**config.mk**
```make
export PLATFORM = sky130hd
export DESIGN_NAME = axi_stream_pin_sink
export DESIGN_NICKNAME = d
export VERILOG_FILES = /design/src/rtl/axi_stream_pin_sink.sv
export SDC_FILE = /design/constraint.sdc
export NUM_CORES = 1
export LEC_CHECK = 0
export BUFFER_PORTS_ARGS = -buffer_cell sky130_fd_sc_hd__buf_2
export CORE_MARGIN = 4
export CORE_UTILIZATION = 55
export DETAILED_ROUTE_END_ITERATION = 10
export GPL_TIMING_DRIVEN = 0
export HOLD_SLACK_MARGIN = 0.15
export MAX_ROUTING_LAYER = met4
export PLACE_DENSITY = 0.75
export SLEW_MARGIN = 20
export SYNTH_ARGS = -nofsm -noshare
export SYNTH_HDL_FRONTEND = slang
export SYNTH_SLANG_ARGS = --single-unit
export TNS_END_PERCENT = 1
```
**constraint.sdc**
```tcl
create_clock -name aclk -period 3.6 [get_ports aclk]
set_input_delay 0.18 -clock aclk [delete_from_list [all_inputs] [get_ports aclk]]
set_output_delay 0.18 -clock aclk [all_outputs]
set_load 0.05 [all_outputs]
```
**src/rtl/axi_stream_pin_sink.sv**
```systemverilog
// AXI4-Stream slave: buffers {tlast,tdata} words in a small FIFO and serializes them LSB byte first
// onto an 8-bit valid/ready pin bus, while checking packet framing and tkeep.
module axi_stream_pin_sink #(
  parameter int FIFO_DEPTH_BITS  = 4,
  parameter int WORDS_PER_PACKET = 262144
) (
  input  logic        aclk,
  input  logic        areset,
  input  logic        s_axis_tvalid,
  output logic        s_axis_tready,
  input  logic [31:0] s_axis_tdata,
  input  logic        s_axis_tlast,
  input  logic [3:0]  s_axis_tkeep,
  input  logic [3:0]  s_axis_tstrb,
  input  logic [1:0]  s_axis_tdest,
  input  logic [7:0]  s_axis_tid,
  output logic [7:0]  data_pins,
  output logic        pins_valid,
  input  logic        pins_ready,
  output logic        pins_last,
  output logic        packet_done,
  output logic        err_tlast_early,
  output logic        err_tlast_missing,
  output logic        err_keep,
  input  logic        error_clear
);

  localparam int DEPTH = 1 << FIFO_DEPTH_BITS;
  localparam int CW    = $clog2(WORDS_PER_PACKET) + 1;
  localparam logic [FIFO_DEPTH_BITS:0] FULL_CNT = (FIFO_DEPTH_BITS + 1)'(DEPTH);
  localparam logic [CW-1:0] LAST_IDX = CW'(WORDS_PER_PACKET - 1);

  localparam logic [0:0] ST_IDLE = 1'b0;
  localparam logic [0:0] ST_SEND = 1'b1;

  logic [32:0]                mem_q [DEPTH];
  logic [FIFO_DEPTH_BITS-1:0] wr_ptr_q, wr_ptr_d;
  logic [FIFO_DEPTH_BITS-1:0] rd_ptr_q, rd_ptr_d;
  logic [FIFO_DEPTH_BITS:0]   count_q, count_d;
  logic [0:0]                 state_q, state_d;
  logic [31:0]                shift_q, shift_d;
  logic                       last_q, last_d;
  logic [1:0]                 byte_idx_q, byte_idx_d;
  logic [CW-1:0]              wcnt_q, wcnt_d;
  logic                       early_q, early_d;
  logic                       missing_q, missing_d;
  logic                       keep_q, keep_d;
  logic                       done_q, done_d;

  logic accept;
  logic fifo_empty;
  logic byte_hs;
  logic load;
  logic set_early;
  logic set_missing;
  logic set_keep;
  logic unused_sidebands;

  assign unused_sidebands = ^{s_axis_tstrb, s_axis_tdest, s_axis_tid};

  // Ready depends on registered occupancy only, never on tvalid.
  assign s_axis_tready = !areset && (count_q != FULL_CNT);
  assign accept        = s_axis_tvalid && s_axis_tready;
  assign fifo_empty    = (count_q == '0);

  assign pins_valid  = (state_q == ST_SEND);
  assign data_pins   = pins_valid ? shift_q[{byte_idx_q, 3'b000} +: 8] : 8'h00;
  assign pins_last   = pins_valid && (byte_idx_q == 2'd3) && last_q;
  assign packet_done = done_q;

  assign err_tlast_early   = early_q;
  assign err_tlast_missing = missing_q;
  assign err_keep          = keep_q;

  assign byte_hs = pins_valid && pins_ready;
  // Reload on the final byte handshake so back-to-back words stream without a bubble.
  assign load    = !fifo_empty && ((state_q == ST_IDLE) || (byte_hs && (byte_idx_q == 2'd3)));

  always_comb begin
    wr_ptr_d = accept ? wr_ptr_q + 1'b1 : wr_ptr_q;
    rd_ptr_d = load ? rd_ptr_q + 1'b1 : rd_ptr_q;
    case ({accept, load})
      2'b10:   count_d = count_q + 1'b1;
      2'b01:   count_d = count_q - 1'b1;
      default: count_d = count_q;
    endcase
  end

  always_comb begin
    state_d    = state_q;
    shift_d    = shift_q;
    last_d     = last_q;
    byte_idx_d = byte_idx_q;
    if (load) begin
      {last_d, shift_d} = mem_q[rd_ptr_q];
      byte_idx_d        = 2'd0;
      state_d           = ST_SEND;
    end else if (byte_hs) begin
      byte_idx_d = byte_idx_q + 1'b1;
      if (byte_idx_q == 2'd3) begin
        state_d = ST_IDLE;
      end
    end
  end

  always_comb begin
    wcnt_d      = wcnt_q;
    set_early   = 1'b0;
    set_missing = 1'b0;
    set_keep    = accept && (s_axis_tkeep != 4'b1111);
    if (accept) begin
      if (wcnt_q == LAST_IDX) begin
        wcnt_d      = '0;
        set_missing = !s_axis_tlast;
      end else if (s_axis_tlast) begin
        wcnt_d    = '0;
        set_early = 1'b1;
      end else begin
        wcnt_d = wcnt_q + 1'b1;
      end
    end
    // A clear on the same edge as a new error wins.
    early_d   = error_clear ? 1'b0 : (early_q || set_early);
    missing_d = error_clear ? 1'b0 : (missing_q || set_missing);
    keep_d    = error_clear ? 1'b0 : (keep_q || set_keep);
    done_d    = byte_hs && pins_last;
  end

  always_ff @(posedge aclk) begin
    if (accept) begin
      mem_q[wr_ptr_q] <= {s_axis_tlast, s_axis_tdata};
    end
  end

  always_ff @(posedge aclk or posedge areset) begin
    if (areset) begin
      wr_ptr_q   <= '0;
      rd_ptr_q   <= '0;
      count_q    <= '0;
      state_q    <= ST_IDLE;
      shift_q    <= '0;
      last_q     <= 1'b0;
      byte_idx_q <= 2'd0;
      wcnt_q     <= '0;
      early_q    <= 1'b0;
      missing_q  <= 1'b0;
      keep_q     <= 1'b0;
      done_q     <= 1'b0;
    end else begin
      wr_ptr_q   <= wr_ptr_d;
      rd_ptr_q   <= rd_ptr_d;
      count_q    <= count_d;
      state_q    <= state_d;
      shift_q    <= shift_d;
      last_q     <= last_d;
      byte_idx_q <= byte_idx_d;
      wcnt_q     <= wcnt_d;
      early_q    <= early_d;
      missing_q  <= missing_d;
      keep_q     <= keep_d;
      done_q     <= done_d;
    end
  end

endmodule

```
After elaboration in Yosys (flattened, before gate mapping)
Memory sizes are Yosys's and may differ from the RTL's. A register that Yosys moved wholly into a read port is not among the register bits. Cells that the tools add are included.

Add/sub/neg operators: 6. Equal/unequal tests: 6. Shift-type cells: 1. Mux-type cells: 19. Bitwise logic cells: 1. Reductions and logical operators: 21.

Operator list (count): $mux W19 (2); $shiftx A32 B6 Y8 (1); $add A19 B1 Y19 const B (1); $eq A19 B18 Y1 const B (1); $mux W1 (13); $pmux W5 S2 (1); $logic_and A1 B1 Y1 (9); $add A4 B1 Y4 const B (2); $mux W8 (1); $reduce_bool A2 Y1 (3); $add A5 B1 Y5 const B (1); $logic_not A5 Y1 (1); $ne A5 B5 Y1 const B (1); $sub A5 B1 Y5 const B (1); $eq A2 B2 Y1 const B (2); $logic_or A1 B1 Y1 (4); $mux W2 (2); $ne A4 B4 Y1 const B (1); $logic_not A1 Y1 (3); $add A2 B1 Y2 const B (1); $eq A2 B1 Y1 const B (1); $reduce_and A2 Y1 (1); $not A1 Y1 (1).

Flip-flop bits (word level): 39. Bits in writable memories: 528. Word-level logic and storage cells: 65. Memories: 1.

Memories: mem_q (words 16, width 33, read ports 1, clocked after Yosys merged registers in 1, write ports 1, line 36) `logic [32:0] mem_q [DEPTH];`.

Depth between registers and ports, before layout
Gate-level depths: netlist (run 1).

Word-level depth: 6. Gate-level depth with buffers: 16. Gate-level depth less buffers: 13.

Least setup slack after synthesis (run 1)
Ideal clock, no wire load.

Kind: reg-to-reg. From: reg count_q[2]. To: mem mem_q[2][0], enable pin. Setup time: 464 ps. Data arrival time: 4216 ps. Setup slack: -1080 ps. Stages on the path, launching flop included: 9. Path buffers: 3. Period minus slack after synthesis: 4680 ps. Cells stage by stage: dfrtp_1 -> buf_4 -> nor4_2 -> a21oi_1 -> and2_1 -> buf_6 -> buf_4 -> nand2_1 -> nor3_1.

Word-level cells in the longest chain between the ends: 5.

Ends and longest elaborated chain: start, declared (line 39) `logic [FIFO_DEPTH_BITS:0] count_q, count_d;`; start signal, assigned (line 152) `count_q <= count_d;`; $ne A5 B5 Y1 (line 62) `assign s_axis_tready = !areset && (count_q != FULL_CNT);`; $logic_and A1 B1 Y1 (line 62); via s_axis_tready (line 10) `output logic s_axis_tready,`; $logic_and A1 B1 Y1 (line 63) `assign accept = s_axis_tvalid && s_axis_tready;`; $mux W1 (line 130) `if (accept) begin`; $mux W1 (not written as such) (line 131) `mem_q[wr_ptr_q] <= {s_axis_tlast, s_axis_tdata};`; end, declared (line 36).

The timed path passes the listed nets, and every way through them passes these cells.

Final worst setup path (run 1)
From: reg count_q[0]. To: reg count_q[4].

Word-level cells in the longest chain between the ends: 5. Elaborated cells on any way between the ends: 12. Those cells by class: 2 x add/sub; 3 x eq/ne; 1 x mux; 6 x reduce/logical.

Ends and longest elaborated chain: $logic_not A5 Y1 * (line 64) `assign fifo_empty = (count_q == '0);`; $logic_not A1 Y1 * (line 77) `assign load = !fifo_empty && ((state_q == ST_IDLE) || (byte_hs && (byte_idx_q == 2'd3)));`; $logic_and A1 B1 Y1 * (line 77); via load (line 53) `logic load;`; $eq A2 B1 Y1 / $eq A2 B2 Y1 (equally long branches) (line 82) `case ({accept, load})`; $pmux W5 S2 / $reduce_bool A2 Y1 (equally long branches).

The timed path passes the listed nets; every way through them passes the cells marked *. A chain may end at the register's enable or synchronous reset.

==> qor.yml, run 1 <==
dr_total_vias: 12552
final_nets: 1461
slew_violations: 0
min_path_type: "in2reg"
synth-seq-area-share_pct: 74.7
clk_latency_ns: 0.62
post-route-worst-setup-slack_ns: 0.295
drv_cap: 0
syn-num-nets: 1271
rsz0062_at_grt: "false"
total_leakage_power_nw: 9.46
port_buffers: 56
cts-root-buf: "clkbuf_16"
dp_cells: 1833
async_flop_share_pct: 12.0
fill_cells: 2697
reg2regPathDepth: 12
cp.arrival_ns: 3.83
path_clk_slew_ns: 0.06
grt_pass1_vias: 13055
timing.slew.headroom_pct: 44.7
final.min_clock_period_ns: 3.31
synth_edf_count: 528
period_share_pct: 91.8
antenna_left: 0
die_area_um2: 46400
crit_type: "reg2reg"
hpwl_um: 35600
r2r-end: "count_q[4]$_DFFE_PP0P_"
worstMarginPinSlew_ns: 0.827
r2r-start: "count_q[0]$_DFFE_PP0P_"
drt_wl_total_um: 55400
tns_ns: 0
die_x_um: 215
h-tree-depth: 2
synth_cells: 1204
cts_tree: "built"
startpoint_type: "flip-flop"
synth.cell_area_um2: 23600
clock_skew_ns: 0.0185
p_per_area_nw_per_um2: 732
drive_above_1_share_pct: 27.4
cp.required_ns: 4.12
grt_pass1_wl_um: 83300
final_cells: 1984
drt-initial-drc-count: 1737
synth.avg_cell_area_um2: 19.6
cts_buffer_depth: 3
vias_per_cell: 6.33
syn_to_final_growth_pct: 17.6
status: "finished clean"
synth_ff_type: "edfxtp_1"
core_um2: 42200
core.rowCount: 75
pre_cts_ws_ns: 0.228
min_from: "error_clear"
antenna_found_initial: 2
clock_sinks: 600
cts_made_buffers: 57
hold_violations: 0
hold-path-cell-count: 3
initial_core_util_pct: 56.0
first_pass_iters: 5
final_cell_area_um2: 27800
setup_viol: 0
track_usage_pct: 25.0
whs_ns: 0.299
routedWlPerCell_um: 27.9
io_pins: 71
die_height_um: 215
max_freq_ghz: 0.303
drc: 0
vdd_drop_max_v: 0.000638
synthDistinctLibCells: 50
synth-seq-cells: 600
worstPathMaxFanout: 7
place.gp.congestion: 0.815
hold_end: "err_keep$_DFF_PP0_"
grt_max_degree: 53
yosys_warnings: 0
grt-ovfl-total: 0
placed_cell_area_um2: 25400
rrSetupSlack_ns: 0.29
worstSetupEndpointType: "flip-flop"
[power breakdown]
group	total (mW)	switching, mW	internal [mW]
clock	6.14	2.57	3.57
combinational	5.73	3.34	2.39
sequential	8.48	0.339	8.14
[metrics by stage]
stage | util, % | power, mW
finish | 65.8 | 20.3
global route | 65.8 | 21.1
CTS | 65.8 | 20.4
detailed placement | 60.2 | 14.2
global placement | 58.3 | 13.9
floorplan | - | 12.4
[layer usage]
layer	global-route usage, %	up-vias	routed length [um]
li1	-	5284	-
met1	32.5	6495	21100
met2	39.5	611	27200
met3	5.38	162	4700
met4	9.45	0	2340
met5	-	-	0
[critical path: stages (launching register included)]
cell and delay, ns:
dfrtp_1 0.47, or4_4 0.62, o21ai_2 0.26, inv_1 0.26, ha_1 0.28, clkbuf_1 0.20
xor2_1 0.18, ha_1 0.22, o21a_1 0.17, o21ai_0 0.15, nand3b_1 0.09, a21oi_1 0.17
xor2_1 0.15
[Yosys cell counts, types with 5 or more instances]
library cell	number	area share, %
dfrtp_1	72	7.6
mux2i_1	27	1.1
buf_4	10	0.32
nand3_1	11	0.23
or3_1	5	0.13
xnor2_1	7	0.26
nand2_1	32	0.51
a221oi_1	6	0.22
nand4_1	9	0.24
xor2_1	7	0.26
and2_1	11	0.29
nor2_1	25	0.40
o21ai_0	54	1.1
mux4_2	140	13
ha_1	11	0.58
a21oi_1	65	1.4
a22o_1	33	1.2
edfxtp_1	528	67
a31oi_1	14	0.37
clkbuf_1	15	0.24
inv_1	37	0.59
buf_2	35	0.74
buf_1	5	0.079
[worst max-delay path by stage]
stage | from | end
final | count_q[0]$_DFFE_PP0P_ | count_q[4]$_DFFE_PP0P_
after global routing | count_q[0]$_DFFE_PP0P_ | count_q[4]$_DFFE_PP0P_
after CTS | count_q[1]$_DFFE_PP0P_ | count_q[4]$_DFFE_PP0P_
after detailed placement | count_q[0]$_DFFE_PP0P_ | count_q[4]$_DFFE_PP0P_
after global placement | count_q[0]$_DFFE_PP0P_ | mem_q[0][22]$_DFFE_PP_
after floorplan | count_q[2]$_DFFE_PP0P_ | mem_q[0][0]$_DFFE_PP_
[cell type report]
cell class / instances / area (um2) / area share (%)
well taps: 539 / 674 / 2.43
diodes: 2 / 5.00 / 0.0180
plain buffers: 70 / 375 / 1.35
repair buffers: 131 / 1410 / 5.06
multi-input cells: 496 / 5600 / 20.1
flip-flops and latches: 600 / 17700 / 63.5
clock inverters: 36 / 380 / 1.37
clock buffers: 72 / 1550 / 5.59
inverters: 38 / 145 / 0.522
[flip-flops by register name, summed over array words and instances, names as in the netlist]
signal / count
packet_done: 1
rd_ptr_q: 4
wr_ptr_q: 4
last_q: 1
byte_idx_q: 2
wcnt_q: 19
err_tlast_missing: 1
err_keep: 1
shift_q: 32
pins_valid: 1
mem_q: 528
count_q: 5
err_tlast_early: 1
[what timing repair did]
item	4_1_cts	5_1_grt
setup buffers	0	0
hold buffers	41	0
hold endpoints to repair	611	0
resized for setup	0	1
setup endpoints to repair	0	1
[cells by family (layout without fill, tap and decap cells)]
group                    count (synthesis)  after routing  synth area share (%)
flip-flops                             600            600                  74.7
AO/OA/AOI/OAI                          186            186                  4.92
multiplexers                           168            168                  14.5
AND/OR/NAND/NOR                        117            117                  2.56
buffers and inverters                  108            347                  2.19
XOR/XNOR                                14             14                 0.519
adder cells (fa/ha/maj)                 11             11                 0.582
other                                    0              2                     0
[placed cells by master, fill, tap and decap left out, types with 6 or more instances in the layout]
| cell | n |
|---|---|
| clkbuf_1 | 24 |
| buf_4 | 14 |
| edfxtp_1 | 528 |
| dfrtp_1 | 72 |
| nand3_1 | 11 |
| mux2i_1 | 27 |
| nand2_1 | 32 |
| xor2_1 | 7 |
| clkbuf_16 | 58 |
| inv_1 | 36 |
| ha_1 | 11 |
| a31oi_1 | 14 |
| xnor2_1 | 7 |
| bufinv_16 | 7 |
| buf_16 | 18 |
| nor2_1 | 13 |
| nand4_1 | 9 |
| buf_8 | 8 |
| nor2_4 | 12 |
| clkinv_1 | 11 |
| dlygate4sd3_1 | 41 |
| a22o_1 | 33 |
| and2_1 | 11 |
| a221oi_1 | 6 |
| mux4_2 | 140 |
| o21ai_0 | 54 |
| clkinv_2 | 13 |
| buf_2 | 91 |
| a21oi_1 | 65 |
Note: power is estimated with default switching activity, not from simulation.
==> inputs of run 2 (changes only) <==
==> constraint.sdc (replaced) <==
create_clock -name aclk -period 3 [get_ports aclk]
set_input_delay 0.15 -clock aclk [delete_from_list [all_inputs] [get_ports aclk]]
set_output_delay 0.15 -clock aclk [all_outputs]
set_load 0.05 [all_outputs]
==> run 2 against run 1 <==
Via count fell by 1.4%. Global-route usage fell by 0.76 points. Clock skew rose by 0.0040 ns. Clock power rose by 16%. Non-clock buffer count fell by 7. Critical path type unchanged. Hold slack got worse by 0.044 ns. Flip-flop and latch count did not move. Core utilization fell by 0.40 points. Cell count fell by 0.50%. Fmax rose by 13%.
==> qor.yml, run 2 (same netlist as run 1, synthesis figures left out) <==
status: "finished clean"
wl_met3_um: 3620
grt_pass1_vias: 12977
slew_violations: 0
first_pass_iters: 5
cts_tree: "built"
vdd_drop_max_v: 0.000907
path_clk_slew_ns: 0.06
io_pins: 71
cts-root-buf: "clkbuf_16"
r2r-start: "count_q[0]$_DFFE_PP0P_"
grt_pass1_wl_um: 81500
largest-register: "mem_q"
reg2regPathDepth: 12
clk_latency_ns: 0.63
reg.largest.list: "mem_q: 528 flops, shift_q: 32 flops, wcnt_q: 19 flops"
core_um2: 42200
cp-startpoint: "count_q[0]$_DFFE_PP0P_"
drc: 0
max_freq_ghz: 0.343
tns_ns: 0
worstSetupEndpointType: "flip-flop"
drt-initial-drc-count: 1360
min_path_type: "in2reg"
met1Wirelength_um: 21800
routedWlPerCell_um: 26.9
grt-ovfl-total: 0
worstMarginPinSlew_ns: 0.792
dr_total_vias: 12371
final.min_clock_period_ns: 2.92
port_buffers: 56
rrSetupSlack_ns: 0.08
r2r-end: "count_q[4]$_DFFE_PP0P_"
grt_max_degree: 49
worstPathMaxFanout: 7
layout_commonest_cell: "edfxtp_1"
fill_cells: 2732
track_usage_pct: 24.2
vias_per_cell: 6.27
rsz0062_at_grt: "true"
whs_ns: 0.255
h-tree-depth: 2
initial_core_util_pct: 56.0
top_layer_used: "met4"
hold-path-cell-count: 3
setup_viol: 0
pre_cts_ws_ns: -0.228
p_per_area_nw_per_um2: 873
final_nets: 1454
drive_above_1_share_pct: 26.8
period_share_pct: 97.2
total_leakage_power_nw: 9.36
timing.slew.headroom_pct: 47.1
cp.arrival_ns: 3.47
place.gp.congestion: 0.832
crit_type: "reg2reg"
post-route-worst-setup-slack_ns: 0.0837
antenna_left: 0
hpwl_um: 35000
min_from: "error_clear"
dr_wl_met2_um: 26600
die_height_um: 215
die_area_um2: 46400
clock_sinks: 600
cp.required_ns: 3.55
clock_skew_ns: 0.0225
hold_end: "err_keep$_DFF_PP0_"
hold_violations: 0
mostFrequentLayoutCells: "edfxtp_1 (528), mux4_2 (140), buf_2 (91)"
drv_cap: 0
core.rowCount: 75
startpoint_type: "flip-flop"
largest_register_ffs: 528
die_x_um: 215
syn_to_final_growth_pct: 16.9
cts_made_buffers: 57
cts_buffer_depth: 3
drt_wl_total_um: 53100
antenna_found_initial: 1
## run 2: cell types whose count changed in the layout (fill, tap and decap cells not counted), sizes merged
cell / previous run / this run
buf: 144 / 138
inv: 40 / 39
clkinv: 26 / 22
clkinvlp: 1 / 0
clkbuf: 88 / 93
bufinv: 7 / 5
diode: 2 / 1
## run 2: area by class of cell
type | count | area (um2) | area share [%]
Timing Repair Buffer | 126 | 1300 | 4.71
Multi-Input combinational cell | 496 | 5630 | 20.4
Sequential cell | 600 | 17700 | 63.9
Clock buffer | 78 | 1540 | 5.56
Clock inverter | 28 | 312 | 1.13
Inverter | 38 | 148 | 0.534
Tap cell | 539 | 674 | 2.44
Antenna cell | 1 | 2.50 | 0.00906
Buffer | 68 | 370 | 1.34
## run 2: stage by stage
| stage | cell area, um2 | power [mW] | util (%) | cells |
|---|---|---|---|---|
| finish | 27600 | 24.1 | 65.4 | 1974 |
| global route | 27600 | 25.2 | 65.4 | 1974 |
| CTS | 27600 | 24.3 | 65.4 | 1974 |
| detailed placement | 25300 | 17.1 | 60.0 | 1826 |
| global placement | 24700 | 16.8 | 58.5 | 1799 |
| floorplan | 23700 | 14.9 | - | 1204 |
## run 2: worst max-delay path by stage
stage                             end  slack (ns)  depth (start not counted)
2_1_floorplan  count_q[4]$_DFFE_PP0P_        0.04                         15
3_3_place_gp   mem_q[6][15]$_DFFE_PP_       -0.61                          7
3_5_place_dp   count_q[4]$_DFFE_PP0P_       -0.23                         12
4_1_cts        shift_q[7]$_DFFE_PP0P_        0.04                          6
5_1_grt        count_q[4]$_DFFE_PP0P_       -0.06                         14
6_report       count_q[4]$_DFFE_PP0P_        0.08                         12
## run 2: power breakdown
part / leakage, nW / switching, mW / internal, mW
Combinational: 2.78 / 4.01 / 2.87
Clock: 0.899 / 3.08 / 4.03
Sequential: 5.68 / 0.374 / 9.77
## run 2: what timing repair did
| item | 4_1_cts | 5_1_grt |
|---|---|---|
| hold buffers | 41 | 0 |
| endpoints found under the hold margin | 617 | 0 |
| pin swaps | 2 | 0 |
| buffers inserted | 2 | 0 |
| gates resized for setup | 7 | 0 |
| endpoints found under the setup margin | 2 | 5 |
## run 2: routing by layer
layer	track usage [%]	up-vias
met3	4.00	76
li1	-	5261
met2	38.9	531
met5	-	-
met1	33.2	6503
met4	6.29	0
## run 2: worst max-delay path, cell delays in order (launching register included)
cell	delay, ns
dfrtp_1	0.47
or4_4	0.64
o21ai_4	0.19
inv_2	0.14
ha_1	0.23
clkbuf_8	0.16
xor2_1	0.14
ha_2	0.18
o21a_1	0.16
o21ai_0	0.13
nand3b_1	0.10
a21oi_2	0.16
xor2_1	0.14
==> inputs of run 3 (changes only) <==
--- a/config.mk
+++ b/config.mk
@@ -9,10 +9,10 @@
 export CORE_MARGIN = 4
 export CORE_UTILIZATION = 55
 export DETAILED_ROUTE_END_ITERATION = 10
-export GPL_TIMING_DRIVEN = 0
 export HOLD_SLACK_MARGIN = 0.15
 export MAX_ROUTING_LAYER = met4
 export PLACE_DENSITY = 0.75
+export REMOVE_ABC_BUFFERS = 1
 export SLEW_MARGIN = 20
 export SYNTH_ARGS = -nofsm -noshare
 export SYNTH_HDL_FRONTEND = slang
==> run 3 against run 2 <==
Clock power is 2% higher. Clock-buffer cell count is 5 lower. Cell area is 1.1% lower. Critical path depth is 1 lower. Sequential power hardly changed. Largest power group unchanged. Power is 1.6% lower. Highest routed layer unchanged. Flip-flop and latch count stayed put.
==> qor.yml, run 3 (same netlist as run 1, synthesis figures left out) <==
cts-root-buf: "clkbuf_16"
largest-register: "mem_q"
antenna_left: 0
die_area_um2: 46400
p_total_mw: 23.7
die_height_um: 215
r2r-start: "count_q[1]$_DFFE_PP0P_"
mostFrequentLayoutCells: "edfxtp_1 (528), mux4_2 (140), dfrtp_1 (68)"
track_usage_pct: 23.3
largest_register_ffs: 528
core.rowCount: 75
h-tree-depth: 2
cp.arrival_ns: 3.32
initial_core_util_pct: 56.0
cp-startpoint: "count_q[1]$_DFFE_PP0P_"
layout_commonest_cell: "edfxtp_1"
routedWlPerCell_um: 26.6
slew_violations: 0
first_pass_iters: 5
cts_buffer_depth: 3
post_cts_buffers: 0
final_cells: 1928
vdd_drop_max_v: 0.000653
dp_cells: 1779
hold-path-cell-count: 3
place.gp.congestion: 0.770
grt_pass1_wl_um: 78700
min_path_type: "in2reg"
cts_resized: 0
startpoint_type: "flip-flop"
cts_tree: "built"
drv_cap: 0
drt_wl_total_um: 51300
crit_type: "reg2reg"
reg.largest.list: "mem_q: 528 flops, shift_q: 32 flops, wcnt_q: 19 flops"
clk_latency_ns: 0.60
io_pins: 71
grt-ovfl-total: 0
worstSetupEndpointType: "flip-flop"
grt_max_degree: 69
setup_viol: 0
worstMarginPinSlew_ns: 1.10
status: "finished clean"
core_um2: 42200
timing.slew.headroom_pct: 26.3
syn_to_final_growth_pct: 15.6
cp.required_ns: 3.52
final_nets: 1408
antenna_found_initial: 1
cts_made_buffers: 58
hpwl_um: 27400
min_from: "error_clear"
max_freq_ghz: 0.357
path_clk_slew_ns: 0.06
clock_sinks: 600
rrSetupSlack_ns: 0.20
p_per_area_nw_per_um2: 869
hold_violations: 0
dr_total_vias: 12128
rsz0062_at_grt: "false"
worstPathMaxFanout: 9
cts_hold_buffers: 41
reg2regPathDepth: 11
final.min_clock_period_ns: 2.80
clock_skew_ns: 0.0158
port_buffers: 56
drive_above_1_share_pct: 25.9
grt_pass1_vias: 12518
drt-initial-drc-count: 1253
total_leakage_power_nw: 9.20
die_x_um: 215
vias_per_cell: 6.29
drc: 0
period_share_pct: 93.5
==> run 3: changes by cell type in the layout (fill, tap and decap cells not counted), moves of 4 or more <==
cell / previous run / this run
buf_2: 91 / 56
buf_12: 1 / 25
clkbuf_1: 31 / 14
buf_16: 15 / 0
buf_4: 12 / 25
buf_8: 10 / 0
clkinv_2: 8 / 14
buf_1: 5 / 0
buf_6: 4 / 0
dfrtp_1: 72 / 68
nor3_2: 0 / 4
nor3_4: 4 / 0
==> run 3: routing by layer <==
metal	global-route usage, %	vias to the layer above	part of all wire [%]
met2	37.1	523	50
met4	6.79	0	2.7
li1	-	5171	-
met3	4.05	100	8.0
met1	31.6	6334	39
met5	-	-	0
==> run 3: worst paths after layout <==
| kind | to |
|---|---|
| worst max-delay path | count_q[4]$_DFFE_PP0P_ |
| worst min-delay path | err_keep$_DFF_PP0_ |
| worst max register to register | count_q[4]$_DFFE_PP0P_ |
| worst min register to register | wcnt_q[17]$_DFFE_PP0P_ |
| max in group asynchronous | rd_ptr_q[0]$_DFFE_PP0P_ |
| min in group asynchronous | count_q[2]$_DFFE_PP0P_ |
==> run 3: worst max-delay path, cell delays in order, from the launching register on <==
cell	delay (ns)
dfrtp_1	0.47
or4_4	0.58
o21ai_4	0.14
inv_1	0.13
ha_1	0.25
xor2_1	0.16
ha_1	0.22
o21a_1	0.17
o21ai_0	0.16
nand3b_1	0.10
a21oi_1	0.19
xor2_1	0.15
==> run 3: final cells by class <==
cell class | count | area (um2)
Antenna cell | 1 | 2.50
Clock buffer | 73 | 1520
Clock inverter | 34 | 367
Fill cell | 2762 | 14900
Inverter | 38 | 144
Multi-Input combinational cell | 496 | 5580
Sequential cell | 600 | 17700
Tap cell | 539 | 674
Timing Repair Buffer | 147 | 1380
==> run 3: through the flow <==
stage,hold WS [ns],TNS [ns],util (%),setup slack [ns],cell area (um2)
6_report,0.283,0,64.7,0.196,27300
5_1_grt,0.269,0,64.7,0.0334,27300
4_1_cts,0.242,0,64.7,0.163,27300
3_5_place_dp,0.337,0,59.3,0.152,25000
3_3_place_gp,0.337,0,59.3,0.254,25000
2_1_floorplan,0.216,-769.18,-,-2.05,23300
==> run 3: where the power goes <==
group          internal [mW]  total (mW)  switching [mW]  leakage (nW)
Combinational           2.82        6.08            3.26          2.60
Sequential              9.78        10.4           0.643          5.68
Clock                   4.25        7.24            2.98         0.928
Total                   16.9        23.7            6.88          9.20
